File: config.mk
export PLATFORM = sky130hd
export DESIGN_NAME = pong_ball_ctrl
export DESIGN_NICKNAME = d
export VERILOG_FILES = /design/src/rtl/pong_ball_ctrl.sv
export SDC_FILE = /design/constraint.sdc
export NUM_CORES = 1
export LEC_CHECK = 0
export ABC_AREA = 1
export CAP_MARGIN = 10
export CORE_MARGIN = 2
export CORE_UTILIZATION = 57
export DETAILED_ROUTE_END_ITERATION = 10
export GPL_ROUTABILITY_DRIVEN = 0
export PLACE_DENSITY = 0.79
export SLEW_MARGIN = 15
export SYNTH_ARGS = -nofsm -noshare
export SYNTH_HDL_FRONTEND = slang
export SYNTH_SLANG_ARGS = --single-unit
File: constraint.sdc
create_clock -name clk_game -period 2.2 [get_ports clk_game]
set_clock_uncertainty 0.15 [all_clocks]
set_input_delay 0.66 -clock clk_game [delete_from_list [all_inputs] [get_ports clk_game]]
set_output_delay 0.66 -clock clk_game [all_outputs]
set_load 0.02 [all_outputs]
File: src/rtl/pong_ball_ctrl.sv
// Ping-pong rally controller: serve, ball travel, hit/miss judgement,
// scoring and match end. Drives the 6-bit LED code for the downstream decoder.
module pong_ball_ctrl #(
    parameter int SPEED_DIV  = 4,
    parameter int HIT_ZONE   = 2,
    parameter int POINT_HOLD = 8,
    parameter int WIN_SCORE  = 5
) (
    input  logic       clk_game,
    input  logic       rst_n,
    input  logic       btn_left,
    input  logic       btn_right,
    output logic [5:0] counter,
    output logic [3:0] score_left,
    output logic [3:0] score_right,
    output logic       game_over
);

    typedef enum logic [2:0] {IDLE, MOVE_R, MOVE_L, POINT, GAMEOVER} state_t;

    localparam int STEP_W = (SPEED_DIV > 1) ? $clog2(SPEED_DIV) : 1;
    localparam int HOLD_W = (POINT_HOLD > 1) ? $clog2(POINT_HOLD) : 1;
    localparam logic [STEP_W-1:0] STEP_LAST = STEP_W'(SPEED_DIV - 1);
    localparam logic [HOLD_W-1:0] HOLD_LAST = HOLD_W'(POINT_HOLD - 1);
    localparam logic [3:0] WIN    = 4'(WIN_SCORE);
    localparam logic [5:0] ZONE_R = 6'(HIT_ZONE);
    localparam logic [5:0] ZONE_L = 6'(17 - HIT_ZONE);

    state_t              state, state_d;
    logic [5:0]          counter_d;
    logic [3:0]          score_left_d, score_right_d;
    logic                game_over_d;
    logic                server_right, server_right_d;   // 0 = left serves
    logic [STEP_W-1:0]   step_cnt, step_cnt_d;
    logic [HOLD_W-1:0]   hold_cnt, hold_cnt_d;
    logic                btn_left_q, btn_right_q;
    logic                press_left, press_right;
    logic                step_tick;
    logic                point_left, point_right;

    assign press_left  = btn_left  & ~btn_left_q;
    assign press_right = btn_right & ~btn_right_q;
    assign step_tick   = (step_cnt == STEP_LAST);

    // State and registered outputs
    always_ff @(posedge clk_game or negedge rst_n) begin
        if (!rst_n) begin
            state        <= IDLE;
            counter      <= '0;
            score_left   <= '0;
            score_right  <= '0;
            game_over    <= 1'b0;
            server_right <= 1'b0;
            step_cnt     <= '0;
            hold_cnt     <= '0;
            btn_left_q   <= 1'b0;
            btn_right_q  <= 1'b0;
        end else begin
            state        <= state_d;
            counter      <= counter_d;
            score_left   <= score_left_d;
            score_right  <= score_right_d;
            game_over    <= game_over_d;
            server_right <= server_right_d;
            step_cnt     <= step_cnt_d;
            hold_cnt     <= hold_cnt_d;
            btn_left_q   <= btn_left;
            btn_right_q  <= btn_right;
        end
    end

    // Next-state, rally judgement and point award
    always_comb begin
        state_d        = state;
        counter_d      = counter;
        score_left_d   = score_left;
        score_right_d  = score_right;
        game_over_d    = game_over;
        server_right_d = server_right;
        step_cnt_d     = step_cnt;
        hold_cnt_d     = hold_cnt;
        point_left     = 1'b0;
        point_right    = 1'b0;

        case (state)
            IDLE: begin
                counter_d = '0;
                if (!server_right && press_left) begin
                    counter_d  = 6'd16;
                    state_d    = MOVE_R;
                    step_cnt_d = '0;
                end else if (server_right && press_right) begin
                    counter_d  = 6'd1;
                    state_d    = MOVE_L;
                    step_cnt_d = '0;
                end
            end
            MOVE_R: begin
                step_cnt_d = step_tick ? '0 : step_cnt + 1'b1;
                // A press takes priority over a coincident step tick
                if (press_right) begin
                    if (counter <= ZONE_R) begin
                        state_d    = MOVE_L;
                        step_cnt_d = '0;
                    end else begin
                        point_left = 1'b1;
                    end
                end else if (step_tick) begin
                    if (counter == 6'd1) point_left = 1'b1;
                    else                 counter_d  = counter - 1'b1;
                end
            end
            MOVE_L: begin
                step_cnt_d = step_tick ? '0 : step_cnt + 1'b1;
                if (press_left) begin
                    if (counter >= ZONE_L) begin
                        state_d    = MOVE_R;
                        step_cnt_d = '0;
                    end else begin
                        point_right = 1'b1;
                    end
                end else if (step_tick) begin
                    if (counter == 6'd16) point_right = 1'b1;
                    else                  counter_d   = counter + 1'b1;
                end
            end
            POINT: begin
                if (hold_cnt == HOLD_LAST) begin
                    if (score_left == WIN || score_right == WIN) begin
                        state_d     = GAMEOVER;
                        counter_d   = 6'd18;
                        game_over_d = 1'b1;
                    end else begin
                        state_d   = IDLE;
                        counter_d = '0;
                    end
                end else begin
                    hold_cnt_d = hold_cnt + 1'b1;
                end
            end
            GAMEOVER: begin
                counter_d   = 6'd18;
                game_over_d = 1'b1;
                if (press_left || press_right) begin
                    score_left_d   = '0;
                    score_right_d  = '0;
                    server_right_d = 1'b0;
                    game_over_d    = 1'b0;
                    counter_d      = '0;
                    state_d        = IDLE;
                end
            end
            default: begin
                state_d   = IDLE;
                counter_d = '0;
            end
        endcase

        if (point_left) begin
            score_left_d   = (score_left >= WIN) ? WIN : score_left + 1'b1;
            server_right_d = 1'b1;
        end
        if (point_right) begin
            score_right_d  = (score_right >= WIN) ? WIN : score_right + 1'b1;
            server_right_d = 1'b0;
        end
        if (point_left || point_right) begin
            counter_d  = 6'd17;
            hold_cnt_d = '0;
            state_d    = POINT;
        end
    end

endmodule

==> results of run 1 <==
-- cells by family after synthesis --
family,Yosys count
and+or+nand+nor,157
AOI/OAI and AO/OA,24
adders and majority gates,14
xor gates and xnor gates,3
buffers and inverters,44
DFF,26
-- repair_timing --
item | in CTS | in global routing
setup endpoints to repair | 4 | 3
gates resized for setup | 6 | 3
hold buffers | 0 | 0
setup buffers | 0 | 0
-- final cells by class --
| cell class | instances | share of cell area |
|---|---|---|
| Clock inverter | 1 | 0.0128 |
| Inverter | 43 | 0.0721 |
| Timing Repair Buffer | 27 | 0.107 |
| Multi-Input combinational cell | 198 | 0.495 |
| Tap cell | 46 | 0.0246 |
| Clock buffer | 3 | 0.00962 |
| Sequential cell | 26 | 0.279 |
-- through the flow --
step / area [sq um] / hold WS (ns) / total power, mW / std cells / setup TNS, ns
floorplan: 1990 / 0.214 / 2.29 / 268 / 0
global placement: 2280 / 0.310 / 2.86 / 340 / -0.174
detailed placement: 2280 / 0.318 / 2.90 / 340 / -0.782
CTS: 2330 / 0.352 / 3.22 / 344 / 0
global route: 2340 / 0.394 / 3.48 / 344 / 0
finish: 2340 / 0.347 / 3.21 / 344 / 0
-- report_power, final --
group | internal, mW | leakage [nW] | switching [mW] | total [mW]
logic | 0.769 | 0.983 | 1.27 | 2.04
registers | 0.655 | 0.325 | 0.177 | 0.831
clock network | 0.185 | 0.0279 | 0.157 | 0.342
-- cells in the mapped netlist, drive strengths merged --
cell	n
a21oi	8
buf	1
clkinv	1
dfrtp	26
ha	14
inv	42
nand2	88
nand3	34
nand4	3
nor2	30
o211ai	1
o21ai	12
o22ai	2
o31ai	1
or2	2
xor2	3
-- worst register-to-register path, cell delays in order, from the launching register on --
cell     delay, ns
dfrtp_2       0.48
inv_1         0.21
ha_1          0.20
nor2_1        0.05
nor2_1        0.18
nand2_4       0.08
nand2_4       0.08
nor2_8        0.06
nor2_8        0.16
nand3_1       0.10
nand2_1       0.07
-- registers in the layout (all words and copies together) (netlist names) --
name,cells
hold_cnt,3
server_right,1
counter,6
state,3
score_right,4
btn_right_q,1
btn_left_q,1
step_cnt,2
game_over,1
score_left,4
-- final timing paths --
kind / cells past startpoint / endpoint / startpoint
hold / removal: 2 / hold_cnt[1] / hold_cnt[1]
hold reg to reg: 2 / hold_cnt[1] / hold_cnt[1]
min in group asynchronous: 2 / score_right[0] / rst_n
setup / recovery: 1 / score_right[2] / score_right[2]
max in group asynchronous: 2 / score_left[2] / rst_n
setup reg to reg: 10 / counter[1] / counter[0]
-- routing by layer --
layer	vias up	routed length, um	global-route usage	share of wire
met2	57	1880	0.368	0.45
met5	-	0	0	0
li1	904	-	-	-
met3	10	253	0.0216	0.061
met4	0	68	0.0611	0.016
met1	788	1950	0.319	0.47
==> metrics.txt, run 1 <==
status finished, final reports clean; Peak VDD IR 0.616 mV; worst path bufs/invs 1; RSZ-0062 raised after global routing no; worst-case clock buffer depth 2; most common cell after layout, fill and taps aside nand2_1; filler cell count 303; Nets ~320; Synth Warn # 0; worst slack, placed -0.0756 ns; CP cell instances clkdlybuf4s50_1; Setup violations, final 0; Final Critical Period 2.16 ns; delay-heaviest family, CP buffers and inverters; core area 3340 sq um; Cell Pwr Density 1370 nW/um^2; Yosys top cell by area dfrtp_1; drt pass-1 iters 4; Worst Setup Start Kind register; mux cell area share after synthesis 0; hold crit path type reg -> reg; routed vias 1759; largest family of logic cells by synthesized area simple AND/OR/NAND/NOR gates; syn_nets ~290; Total Routing Usage GR 0.225; synthesized area 1990 sq um; simple-gate portion of the synthesized area 0.407; relative slew slack 0.769; slack of the worst reg-to-reg path 0.33 ns; DRT antenna net count 0; crit-path max cell delay 0.61 ns; Reg area between 600 and 700 sq um; Fin. Hold Viols 0; Post-Synth Adder-Cell Area 0.0882; Root Buffer clkbuf_4; final worst-path setup slack about 0.038 ns; Site Rows 21; WP data arrival 1.35 ns; vias per std cell between 5 and 6; Leak 1.34 nW; GRT overflow 0; Util after Layout 0.702; # IOs 19; Yosys top cell area share 0.327; TritonCTS clock tree done; crit share post-route 0.983; Area Growth Syn to Fin 17.9%; I/O Buffers 18; CP max FO 2; drt total wl 4150 um; commonest non-fill, non-tap cells in the layout nand2_1 (79), inv_1 (32), nand3_1 (28); DR iter-0 viols 100; Yosys reg bits 26; share of cells above drive strength 1 0.181; htree depth 1; Max Clk Rate 462 MHz; multi-input logic area 1160 sq um; # DRC 0; Worst setup EP type output port; Synth cell types 30; Worst-Skew Late Latency 0.34 ns; DIE AREA 3970 sq um; HPWL after detailed placement 3250 um; Worst Max-Slew Pin Slew around 0.35 ns; CP Class reg -> out; TritonCTS Buffers 3; vias in the first global route 1636; xor and xnor fraction of the mapped netlist area 0.0132; Routed wire per std cell 12.1 um; largest net degree at the start of global routing 27; Post-Syn Instances 268; die width between 60 and 70 um; initial antenna violation count 0; Synth Area in Compound Gates 0.0749; Critical Path RT ~1.4 ns; Die Y 63.0 um; Syn Area/Cell between 7 and 8 sq um; # diodes 0; top post-synthesis cells by area dfrtp_1 (33%), nand2_1 (15%), ha_1 (8.8%); CTS clk-pin slew, worst paths approximately 0.15 ns; first-pass GRT wire length a little over 7000 um; Final Max Tran Viols 0; clock sink count 26; Starting Density 0.595; sequential share of the synthesized area 0.327; Max-Cap Viols 0; critical path's slowest cell clkdlybuf4s50_1
Power figures use the tool's default switching activity.
==> run 2: changes to the inputs <==
--- a/config.mk
+++ b/config.mk
@@ -11,6 +11,7 @@
 export CORE_UTILIZATION = 57
 export DETAILED_ROUTE_END_ITERATION = 10
 export GPL_ROUTABILITY_DRIVEN = 0
+export MAX_ROUTING_LAYER = met4
 export PLACE_DENSITY = 0.79
 export SLEW_MARGIN = 15
 export SYNTH_ARGS = -nofsm -noshare
==> run 2 against run 1 <==
Compared with the run above:
- core utilization unchanged
- die area unchanged
- worst hold slack worse by 0.00067 ns
- worst setup slack better by 0.0070 ns
- largest power group unchanged
- largest cell class unchanged
==> metrics.txt, run 2 (synthesis gave the netlist of run 1 again) <==
core area 3340 sq um (unchanged); TritonCTS clock tree done (unchanged); share of cells above drive strength 1 0.181 (unchanged); CP max FO 2 (unchanged); slack of the worst reg-to-reg path 0.34 ns (was 0.33 ns); first-pass GRT wire length 7130 um (was 7140 um); relative slew slack 0.767 (was 0.769); largest registers counter (6), score_left (4), score_right (4) (unchanged); initial antenna violation count 0 (unchanged); htree depth 1 (unchanged); Worst Setup Start Kind register (unchanged); vias in the first global route 1636 (unchanged); TritonCTS Buffers 3 (unchanged); Routed wire per std cell 11.9 um (was 12.1 um); crit-path max cell delay 0.61 ns (about the same); Non-Filler Instances 344 (unchanged); Starting Density 0.595 (unchanged); Worst Max-Slew Pin Slew 0.349 ns (was 0.346 ns); I/O Buffers 18 (unchanged); Setup violations, final 0 (unchanged); DR iter-0 viols 85 (was 100); CP cell instances clkdlybuf4s50_1 (unchanged); largest net degree at the start of global routing 27 (unchanged); GRT overflow 0 (unchanged); DIE AREA 3970 sq um (unchanged); crit share post-route 0.980 (was 0.983); status finished, final reports clean (unchanged); Crit path depth 1 (unchanged); max FFs per register 6 (unchanged); Area Growth Syn to Fin 17.9% (unchanged); Cell Pwr Density 1370 nW/um^2 (about the same); multi-input logic area 1160 sq um (unchanged); Worst setup EP type output port (unchanged); worst path bufs/invs 1 (unchanged); Total Routing Usage GR 0.231 (was 0.225); # diodes 0 (unchanged); hold crit path type reg -> reg (unchanged); filler cell count 303 (unchanged); Nets 317 (unchanged); RSZ-0062 raised after global routing no (unchanged); die width 63.0 um (unchanged); Largest Register counter (unchanged); hold_buf cts 0 (unchanged); drt total wl 4110 um (was 4150 um); DP Cell Count 340 (unchanged); Critical Path RT 1.39 ns (about the same); Peak VDD IR 0.615 mV (was 0.616 mV); Final Critical Period 2.16 ns (about the same); Max-Cap Viols 0 (unchanged); # IOs 19 (unchanged); Site Rows 21 (unchanged); vias per std cell 5.08 (was 5.11); # DRC 0 (unchanged); DRT antenna net count 0 (unchanged); CP Class reg -> out (unchanged); Final Max Tran Viols 0 (unchanged); Sum Neg Setup Slack 0 ns (unchanged); WP data arrival 1.35 ns (about the same); CTS clk-pin slew, worst paths 0.15 ns (about the same); HPWL after detailed placement 3250 um (unchanged); routed vias 1749 (was 1759); worst-case clock buffer depth 2 (unchanged); commonest non-fill, non-tap cells in the layout nand2_1 (79), inv_1 (32), nand3_1 (28) (unchanged); Die Y 63.0 um (unchanged); Util after Layout 0.702 (unchanged); total chip power 3.21 mW (about the same); delay-heaviest family, CP buffers and inverters (unchanged); Fin. Hold Viols 0 (unchanged); WHS 0.347 ns (about the same); Worst-Skew Late Latency 0.34 ns (about the same); Leak 1.34 nW (unchanged); Layout Cell Area excl Fill 2340 sq um (unchanged); r2r worst-path depth 10 (unchanged); clock sink count 26 (unchanged); critical path's slowest cell clkdlybuf4s50_1 (unchanged); most common cell after layout, fill and taps aside nand2_1 (unchanged); Post-CTS Setup Repair Bufs 0 (unchanged); drt pass-1 iters 4 (unchanged); Reg area 653 sq um (unchanged); Max Clk Rate 464 MHz (was 462 MHz); final worst-path setup slack 0.0446 ns (was 0.0376 ns); Root Buffer clkbuf_4 (unchanged); Placed Area 2280 sq um (unchanged); worst slack, placed -0.0756 ns (unchanged); Hold Path Cell Cnt 2 (unchanged)
==> run 2: cell counts in the layout (fill, tap and decap cells not counted) <==
Identical to the previous run, type by type.
==> run 2: power breakdown <==
| part | internal, mW | total [mW] | switching, mW |
|---|---|---|---|
| Clock | 0.185 | 0.339 | 0.154 |
| Combinational | 0.769 | 2.04 | 1.27 |
| Sequential | 0.655 | 0.831 | 0.177 |
==> run 2: final timing paths <==
check	startpoint	to
worst max-delay path	score_right[2]	score_right[2]
worst min-delay path	hold_cnt[1]	hold_cnt[1]
worst max register to register	counter[0]	counter[2]
worst min register to register	hold_cnt[1]	hold_cnt[1]
max in group asynchronous	rst_n	score_left[2]
min in group asynchronous	rst_n	score_right[0]
==> run 2: area by class of cell <==
cell class / instances / area share
Clock buffer: 3 / 0.00962
Timing Repair Buffer: 27 / 0.107
Sequential cell: 26 / 0.279
Inverter: 43 / 0.0721
Multi-Input combinational cell: 198 / 0.495
Clock inverter: 1 / 0.0128
Tap cell: 46 / 0.0246
==> run 2: layer usage <==
layer  track usage  up-vias  share of wire
li1              -      905              -
met1         0.317      803           0.48
met5             -        -              0
met2         0.368       36           0.46
met4        0.0611        0          0.013
met3        0.0216        5          0.044
==> run 2: what timing repair did <==
action,in CTS,in global routing
cloned,0,0
endpoints found under the setup margin,4,3
gates resized for setup,6,3
==> run 3: changes to the inputs <==
--- a/config.mk
+++ b/config.mk
@@ -5,14 +5,13 @@
 export SDC_FILE = /design/constraint.sdc
 export NUM_CORES = 1
 export LEC_CHECK = 0
-export ABC_AREA = 1
 export CAP_MARGIN = 10
 export CORE_MARGIN = 2
 export CORE_UTILIZATION = 57
 export DETAILED_ROUTE_END_ITERATION = 10
 export GPL_ROUTABILITY_DRIVEN = 0
 export MAX_ROUTING_LAYER = met4
-export PLACE_DENSITY = 0.79
+export PLACE_DENSITY = 0.8
 export SLEW_MARGIN = 15
 export SYNTH_ARGS = -nofsm -noshare
 export SYNTH_HDL_FRONTEND = slang
==> run 3 against run 2 <==
Compared with the run above:
- synthesized cell count fell by 25%
- via count rose by 1.7%
- combinational power grew 9%
- maximum frequency rose by 0.80%
- count of clock-buffer cells in the layout stayed put
- final cell count shrank 17%
- sequential share of layout area is 0.17 points higher
==> metrics.txt, run 3 <==
status finished, final reports clean (unchanged); Leak 1.08 nW (was 1.34 nW); Largest Register counter (unchanged); Worst Max-Slew Pin Slew 0.483 ns (was 0.349 ns); worst slack, placed -0.501 ns (was -0.0756 ns); Cell Pwr Density 1510 nW/um^2 (was 1370 nW/um^2); largest family of logic cells by synthesized area compound AO/OA/AOI/OAI gates (was simple AND/OR/NAND/NOR gates); WP data arrival 2.27 ns (was 1.35 ns); Root Buffer clkbuf_4 (unchanged); worst-case clock buffer depth 2 (unchanged); Post-synth EDFFs 0 (unchanged); Setup violations, final 0 (unchanged); max FFs per register 6 (unchanged); Total Routing Usage GR 0.291 (was 0.231); commonest register cell after synthesis dfrtp_1 (unchanged); htree depth 1 (unchanged); Worst Setup Start Kind input port (was register); core area 3080 sq um (was 3340 sq um); CTS clk-pin slew, worst paths 0.16 ns (was 0.15 ns); GRT overflow 0 (unchanged); Fin. Hold Viols 0 (unchanged); die width 61.1 um (was 63.0 um); first-pass GRT wire length 7820 um (was 7130 um); DR iter-0 viols 125 (was 85); Nets 261 (was 317); Worst-Skew Late Latency 0.34 ns (about the same); critical path's slowest cell or4_1 (was clkdlybuf4s50_1); Worst setup EP type register (was output port); # IOs 19 (unchanged); HPWL after detailed placement 3600 um (was 3250 um); most common cell after layout, fill and taps aside buf_4 (was nand2_1); DRT antenna net count 0 (unchanged); Post-Syn Instances 202 (was 268); Syn Area/Cell 9.19 sq um (was 7.41 sq um); Synth Area in Compound Gates 0.242 (was 0.0749); worst path bufs/invs 1 (unchanged); largest registers counter (6), score_left (4), score_right (4) (unchanged); Max Clk Rate 468 MHz (was 464 MHz); commonest non-fill, non-tap cells in the layout buf_4 (27), dfrtp_1 (20), nor2_1 (15) (was nand2_1 (79), inv_1 (32), nand3_1 (28)); xor and xnor fraction of the mapped netlist area 0 (was 0.0132); initial antenna violation count 0 (unchanged); Max-Cap Viols 0 (unchanged); I/O Buffers 18 (unchanged); final worst-path setup slack 0.0618 ns (was 0.0446 ns); top-count cell post-synth dfrtp_1 (was nand2_1); Post-Synth Adder-Cell Area 0.0943 (was 0.0882); vias per std cell 6.22 (was 5.08); Peak VDD IR 0.820 mV (was 0.615 mV); drt pass-1 iters 4 (unchanged); simple-gate portion of the synthesized area 0.230 (was 0.407); Routed wire per std cell 16.8 um (was 11.9 um); # diodes 0 (unchanged); largest net degree at the start of global routing 27 (unchanged); top post-synthesis cells by area dfrtp_1 (35%), ha_1 (9.4%), o21ai_0 (3.8%) (was dfrtp_1 (33%), nand2_1 (15%), ha_1 (8.8%)); crit-path max cell delay 0.54 ns (was 0.61 ns); clock sink count 26 (unchanged); Area Growth Syn to Fin 26.3% (was 17.9%); WHS 0.383 ns (was 0.347 ns); Final Critical Period 2.14 ns (was 2.16 ns); Yosys reg bits 26 (unchanged); Final Max Tran Viols 0 (unchanged); Starting Density 0.603 (was 0.595); hold crit path type reg -> reg (unchanged); Site Rows 20 (was 21); sequential share of the synthesized area 0.350 (was 0.327); CP max FO 6 (was 2); TritonCTS clock tree done (unchanged); RSZ-0062 raised after global routing yes (was no); Synth cell types 54 (was 30); top post-synthesis cells by count dfrtp_1 (26), nor2_1 (15), ha_1 (14), nand2_1 (14), o21ai_0 (14) (was nand2_1 (79), inv_1 (32), nand3_1 (28)); routed vias 1779 (was 1749); Synth Warn # 0 (unchanged); FFs w/ async S/R, synth 1.00 (unchanged); # DRC 0 (unchanged); CP Class in -> reg (was reg -> out); vias in the first global route 1783 (was 1636); TritonCTS Buffers 3 (unchanged); mux cell area share after synthesis 0.0270 (was 0); DIE AREA 3730 sq um (was 3970 sq um); hold_buf cts 0 (unchanged); synthesized area 1860 sq um (was 1990 sq um); share of cells above drive strength 1 0.240 (was 0.181); Yosys top cell area share 0.350 (was 0.327); CP cell instances clkdlybuf4s50_1, nor2b_2, a21oi_2, o221ai_4, or4_1, nand4_1 (was clkdlybuf4s50_1); syn_nets 220 (was 286); Critical Path RT 2.34 ns (was 1.39 ns); delay-heaviest family, CP simple AND/OR/NAND/NOR gates (was buffers and inverters); Yosys top cell by area dfrtp_1 (unchanged); relative slew slack 0.678 (was 0.767); Die Y 61.1 um (was 63.0 um); crit share post-route 0.972 (was 0.980); drt total wl 4820 um (was 4110 um)
## run 3: cell count changes in the layout (fill, tap and decap cells not counted), sizes merged, moves of 8 or more
cell,before,now
clkdlybuf4s50,11,3
nand3,34,5
nor2,30,16
inv,42,11
dlygate4sd2,4,13
nand2,88,14
buf,9,28
## run 3: report_power, final
part	internal, mW	switching (mW)
clock	0.185	0.156
combinational	1.05	1.19
sequential	0.689	0.291
## run 3: stage by stage
step / setup TNS, ns / instances / cell area (sq um) / utilization / power, mW
floorplan: 0 / 202 / 1860 / - / 2.29
global placement: -6.92 / 280 / 2230 / 0.724 / 2.99
detailed placement: -8.30 / 280 / 2230 / 0.724 / 3.11
CTS: 0 / 286 / 2290 / 0.745 / 3.42
global route: -0.0732 / 286 / 2350 / 0.762 / 3.80
finish: 0 / 286 / 2350 / 0.762 / 3.55
## run 3: timing repair
action | CTS | global route
gates resized for setup | 20 | 12
pin swaps | 1 | 2
buffers inserted | 2 | 0
endpoints found under the setup margin | 25 | 19
## run 3: metal layers
| layer | vias to the layer above | GRT usage | wire length [um] |
|---|---|---|---|
| li1 | 835 | - | - |
| met3 | 18 | 0.0441 | 184 |
| met1 | 877 | 0.331 | 2010 |
| met4 | 0 | 0.137 | 137 |
| met5 | - | - | 0 |
| met2 | 49 | 0.500 | 2480 |
## run 3: worst paths after layout
path | cells past startpoint | to | slack [ns] | startpoint
max reg2reg | 6 | counter[4] | 0.07 | state[2]
min | 2 | game_over | 0.38 | game_over
max | 6 | counter[4] | 0.06 | btn_right
max in group asynchronous | 2 | counter[2] | 1.11 | rst_n
min reg2reg | 2 | game_over | 0.38 | game_over
min in group asynchronous | 2 | game_over | 0.52 | rst_n
## run 3: tightest hold or removal path: cells and delay by family (launching register included)
family	cells	cell delay, ns
flip-flops	1	0.41
buffers and inverters	1	0.05
AO/OA/AOI/OAI	1	0.05
## run 3: logic make-up (layout without fill, tap and decap cells)
family	count (synthesis)	count (layout)
adders and majority gates	14	14
muxes	5	5
and+or+nand+nor	75	75
buffers and inverters	21	61
DFF	26	26
AOI/OAI and AO/OA	61	61
## run 3: area by class of cell
cell class                      instances  area (sq um)
Clock inverter                          1          30.0
Sequential cell                        26           658
Multi-Input combinational cell        155          1160
Tap cell                               44          55.1
Clock buffer                            3          22.5
Inverter                               11          41.3
Timing Repair Buffer                   46           383
Fill cell                             217           732
